===== config.mk =====
export PLATFORM = sky130hd
export DESIGN_NAME = sub_bytes_engine
export DESIGN_NICKNAME = d
export VERILOG_FILES = /design/src/rtl/sub_bytes_engine.sv
export SDC_FILE = /design/constraint.sdc
export NUM_CORES = 2
export LEC_CHECK = 0
export CAP_MARGIN = 20
export CORE_UTILIZATION = 50
export DETAILED_ROUTE_END_ITERATION = 12
export MAX_ROUTING_LAYER = met4
export PLACE_DENSITY = 0.82
export SLEW_MARGIN = 25
export SYNTH_ARGS = -nofsm -noshare
export SYNTH_HDL_FRONTEND = slang
export SYNTH_SLANG_ARGS = --single-unit

===== constraint.sdc =====
create_clock -name clk -period 23.3 [get_ports clk]
set_input_delay 6.99 -clock clk [delete_from_list [all_inputs] [get_ports clk]]
set_output_delay 6.99 -clock clk [all_outputs]
set_load 0.01 [all_outputs]

===== src/rtl/sub_bytes_engine.sv =====
// rtl/sub_bytes_engine.sv - AES SubBytes/InvSubBytes engine, LANES bytes per beat over a shared GF(2^8) inverter
module sub_bytes_engine #(
    parameter int LANES = 1
) (
    input  logic         clk,
    input  logic         rst,
    input  logic         abort,
    input  logic         in_valid,
    output logic         in_ready,
    input  logic [127:0] data_in,
    input  logic         inv,
    output logic         out_valid,
    input  logic         out_ready,
    output logic [127:0] data_out
);
    localparam int BEATS = 16 / LANES;
    localparam int CW = (BEATS > 1) ? $clog2(BEATS) : 1;
    localparam logic [CW-1:0] LAST = CW'(BEATS - 1);

    if (!(LANES == 1 || LANES == 2 || LANES == 4 || LANES == 8 || LANES == 16)) begin : g_lanes_check
        $error("sub_bytes_engine: LANES must be 1, 2, 4, 8 or 16");
    end

    typedef enum logic [1:0] {IDLE, RUN, DONE} state_t;

    state_t          state, state_next;
    logic            armed;
    logic            mode;
    logic [CW-1:0]   beat;
    logic [127:0]    work, work_next;
    logic            accept, last_beat;

    function automatic logic [7:0] gf_mul(input logic [7:0] a, input logic [7:0] b);
        logic [7:0] p, s;
        p = 8'h00;
        s = a;
        for (int i = 0; i < 8; i++) begin
            if (b[i]) p = p ^ s;
            s = {s[6:0], 1'b0} ^ (s[7] ? 8'h1b : 8'h00);
        end
        return p;
    endfunction

    // x^254 == x^-1 in GF(2^8), and maps 0 to 0 without a special case
    function automatic logic [7:0] gf_inv(input logic [7:0] x);
        logic [7:0] r;
        r = x;
        for (int i = 0; i < 6; i++) r = gf_mul(gf_mul(r, r), x);
        return gf_mul(r, r);
    endfunction

    function automatic logic [7:0] rotl(input logic [7:0] x, input int n);
        return (x << n) | (x >> (8 - n));
    endfunction

    function automatic logic [7:0] affine(input logic [7:0] x);
        return x ^ rotl(x, 1) ^ rotl(x, 2) ^ rotl(x, 3) ^ rotl(x, 4) ^ 8'h63;
    endfunction

    function automatic logic [7:0] inv_affine(input logic [7:0] x);
        return rotl(x, 1) ^ rotl(x, 3) ^ rotl(x, 6) ^ 8'h05;
    endfunction

    function automatic logic [7:0] sbox(input logic [7:0] x, input logic m);
        return m ? gf_inv(inv_affine(x)) : affine(gf_inv(x));
    endfunction

    always_comb begin
        work_next = work;
        for (int l = 0; l < LANES; l++) begin
            work_next[(int'(beat) * LANES + l) * 8 +: 8] = sbox(work[(int'(beat) * LANES + l) * 8 +: 8], mode);
        end
    end

    always_ff @(posedge clk or negedge rst) begin
        if (!rst) state <= IDLE;
        else      state <= state_next;
    end

    always_comb begin
        state_next = state;
        in_ready   = armed && (state == IDLE);
        out_valid  = (state == DONE);
        accept     = in_ready && in_valid;
        last_beat  = (beat == LAST);
        if (abort) begin
            state_next = IDLE;
        end else begin
            case (state)
                IDLE:    if (accept) state_next = RUN;
                RUN:     if (last_beat) state_next = DONE;
                DONE:    if (out_ready) state_next = IDLE;
                default: state_next = IDLE;
            endcase
        end
    end

    // armed holds in_ready low until the first edge after reset release
    always_ff @(posedge clk or negedge rst) begin
        if (!rst) begin
            armed    <= 1'b0;
            mode     <= 1'b0;
            beat     <= '0;
            work     <= '0;
            data_out <= '0;
        end else begin
            armed <= 1'b1;
            if (abort) begin
                beat <= '0;
            end else if (state == IDLE) begin
                if (accept) begin
                    work <= data_in;
                    mode <= inv;
                    beat <= '0;
                end
            end else if (state == RUN) begin
                work <= work_next;
                if (last_beat) begin
                    data_out <= work_next;
                    beat     <= '0;
                end else begin
                    beat <= beat + 1'b1;
                end
            end
        end
    end
endmodule

==> impl_metrics.csv <==
group,metric,value,unit
run_status,status,"complete, no violations",
final_layout,filler_cell_count,6926,
synth,synthTopCellsByCount,"716 x nor2_1, 666 x xnor2_1, 498 x nand2_1",
timing,slew_headroom,23.05,%
setup_path,crit_slowest_cell,"mux2i_1",
die,die-area,0.08637,mm^2
setup_path,critPathLaunchType,"flip-flop",
placement,pre_cts_slack,-0.6909,ns
die,io_pins,264,
synth,yosysTopAreaCell,"dfrtp_1",
synth,synth_cells,5104,
timing,slew_viol_final,0,
grt,grt_pass1_wl,229900,um
grt,antenna_found_initial,4,
synth,synth.top_cell.area_share,15.51,%
synth,synthXorXnorAreaFrac,36.23,%
final_layout,drive_gt1_share,17.24,%
timing,hold_viol,0,
detailed_routing,vias,42090,
die,die_h,293.9,um
synth,syn_nets,5261,
setup_path,slowest_delay,0.61,ns
final_layout,fin_cells,6555,
synth,ys_types,129,
die,fp.dieW,293.9,um
placement,port_buffers,263,
setup_path,cp_max_fo,14,
synth,syn_area,0.04260,mm^2
clock_tree,worstSkewPairLatency,0.57,ns
setup_path,crit_buf_inv,12,
clock_tree,cts_buffers,26,
timing,tightest_slew,1.154,ns
timing,skew,0.01549,ns
synth,synthTopCellsByArea,"dfrtp_1 16%, xnor2_1 14%, xnor3_1 9.7%",
synth,ys_seq_elements,264,
synth,synth_mux_area_share,6.053,%
grt,grt_max_degree,127,
synth,synth_top_family_by_area,"XOR/XNOR gates",
synth,synth_edf_count,0,
timing,hold_slack,0.4750,ns
synth,yosysWarnings,0,
clock_tree,cts_hold_buffers,0,
die,start_util,50.74,%
timing,finalCritPeriodShare,97.71,%
setup_path,worstPathArrival,23.21,ns
detailed_routing,drc,0,
synth,ys.flop_type,"dfrtp_1",
min_path,hp-class,"flip-flop to flip-flop",
min_path,hold_start,"data_out[3]",
timing,setup_viol,0,
setup_path,crit_family,"XOR/XNOR gates",
detailed_routing,ant_nets,0,
min_path,hold-path-cell-count,2,
synth,synth.most_common_cell,"nor2_1",
synth,synthAdderAreaFrac,0.6755,%
grt,grt_pass1_vias,39200,
final_layout,final_nets,5557,
min_path,holdPathEnd,"data_out[3]",
die,core_area,0.08395,mm^2
synth,syn_avg_cell_area,8.346,um^2
final_layout,syn_to_final_growth,19.10,%
synth,seq_area_frac_synth,15.51,%
grt,grt_use_total,34.38,%
clock_tree,root_buffer,"clkbuf_16",
synth,synthSimpleGateAreaFrac,17.52,%
setup_path,path_common_cell,"buf_4",
detailed_routing,drt_iter0_markers,5984,
flow_run,maxCapViolations,0,
setup_path,r2r_setup_slack,0.53,ns
timing,layout_setup_ws,0.5326,ns
setup_path,rr_endpoint,"data_out[108]",
placement,placed_cells,6350,
die,std_cell_rows,106,
setup_path,r2r_cells,89,
detailed_routing,viasPerCell,6.422,
setup_path,cp-end-kind,"flip-flop",
clock_tree,htree_levels,1,
setup_path,required,23.74,ns
clock_tree,clkSinkCount,264,
timing,fmax,43.92,MHz
placement,place_hpwl,107300,um
detailed_routing,first_pass_iters,13,
clock_tree,clkTransAtPathRegs,0.07,ns
placement,gp_congestion,1.007,
clock_tree,cts_tree,"done",
setup_path,crit_type,"flip-flop to flip-flop",
timing,min_period,22.77,ns
detailed_routing,wl_per_cell,23.34,um
synth,synth_compound_area_share,18.87,%
detailed_routing,drt-total-wl,153000,um
synth,synth_async_sr_flop_share,100.0,%
setup_path,r2r_start,"beat[2]",
clock_tree,cts_buffer_depth,3,
grt,overflow,0,
[cell type report]
cell class                 instances  area (um^2)  share of cell area (%)
inverter                         105        406.6                  0.8015
timing repair buffer             645         5695                   11.23
clock buffer                      37        763.2                   1.504
antenna                            4        10.01                 0.01973
clock inverter                     8        118.9                  0.2343
tap                             1134         1419                   2.797
sequential                       264         6609                   13.03
multi-input combinational       4358        35710                   70.39
[kinds of logic after synthesis]
| group | Yosys count |
|---|---|
| xor+xnor | 1248 |
| other cells | 1 |
| fa+ha+maj | 23 |
| buf+inv | 490 |
| simple gates | 1703 |
| flops | 264 |
| compound gates | 1162 |
| mux | 213 |
[registers in the layout, indices dropped and copies added, names as in the netlist]
register and cells:
armed 1, beat 4, data_out 128, mode 1
state 2, work 128
[how the worst max path moves through the flow]
stage             from             to  slack (ns)  depth (start not counted)
2_1_floorplan  beat[0]      work[107]        0.01                        109
3_3_place_gp   beat[0]  data_out[123]       -0.29                         85
3_5_place_dp   beat[0]  data_out[123]       -0.69                         83
4_1_cts        beat[0]   data_out[53]       0.001                         79
5_1_grt        beat[0]   data_out[60]       -0.23                         89
6_report       beat[2]  data_out[108]        0.53                         89
[routing by layer]
layer	share of wire, %	GRT usage, %
met3	11	6.488
met4	5.2	14.96
met5	0	-
met1	38	43.38
met2	46	53.68
[placed cells by master (no fill, tap or decap), types with 28 or more instances in the layout]
cell type        count
a211oi_1            28
a21oi_1            251
a221oi_1            41
a222oi_1            67
a22oi_1             86
and2_1              40
and3_1              35
buf_4              357
clkdlybuf4s50_1    262
dfrtp_1            262
inv_1               87
mux2i_1            148
nand2_1            495
nand3_1            142
nand4_1             31
nor2_1             710
nor3_1              87
o211ai_1            32
o21a_1              39
o21ai_0            169
o21ai_1             82
o22ai_1             77
xnor2_1            605
xnor2_2            105
xnor2_4             35
xnor3_1            149
xnor3_2             58
xor2_1             204
xor2_2              43
xor3_1              30
[through the flow]
| stage | instance area (um^2) | util [%] | setup TNS, ns |
|---|---|---|---|
| 6_report | 50730 | 60.43 | 0 |
| 5_1_grt | 50730 | 60.43 | -15.57 |
| 4_1_cts | 48340 | 57.58 | 0 |
| 3_5_place_dp | 47020 | 56.01 | -78.79 |
| 3_3_place_gp | 46990 | 55.98 | -11.72 |
| 2_1_floorplan | 42810 | - | 0 |
[worst reg2reg max path, delay by kind of cell (launching register included)]
kind / cells / cell delay, ns
XOR/XNOR: 31 / 9.18
AND/OR/NAND/NOR: 20 / 3.79
flip-flops: 1 / 0.40
adder cells (fa/ha/maj): 4 / 1.29
AO/OA/AOI/OAI: 19 / 4.38
multiplexers: 3 / 1.18
buffers and inverters: 12 / 2.43
[repair_timing]
action	in CTS	in global routing
buffers inserted	16	131
endpoints found under the setup margin	235	253
gates cloned	1	7
pin swaps	9	65
resized for setup	50	213
Power is left out: the tool's default activity adds up to more than one toggle a clock period on the data nets, which glitch-free logic cannot reach.
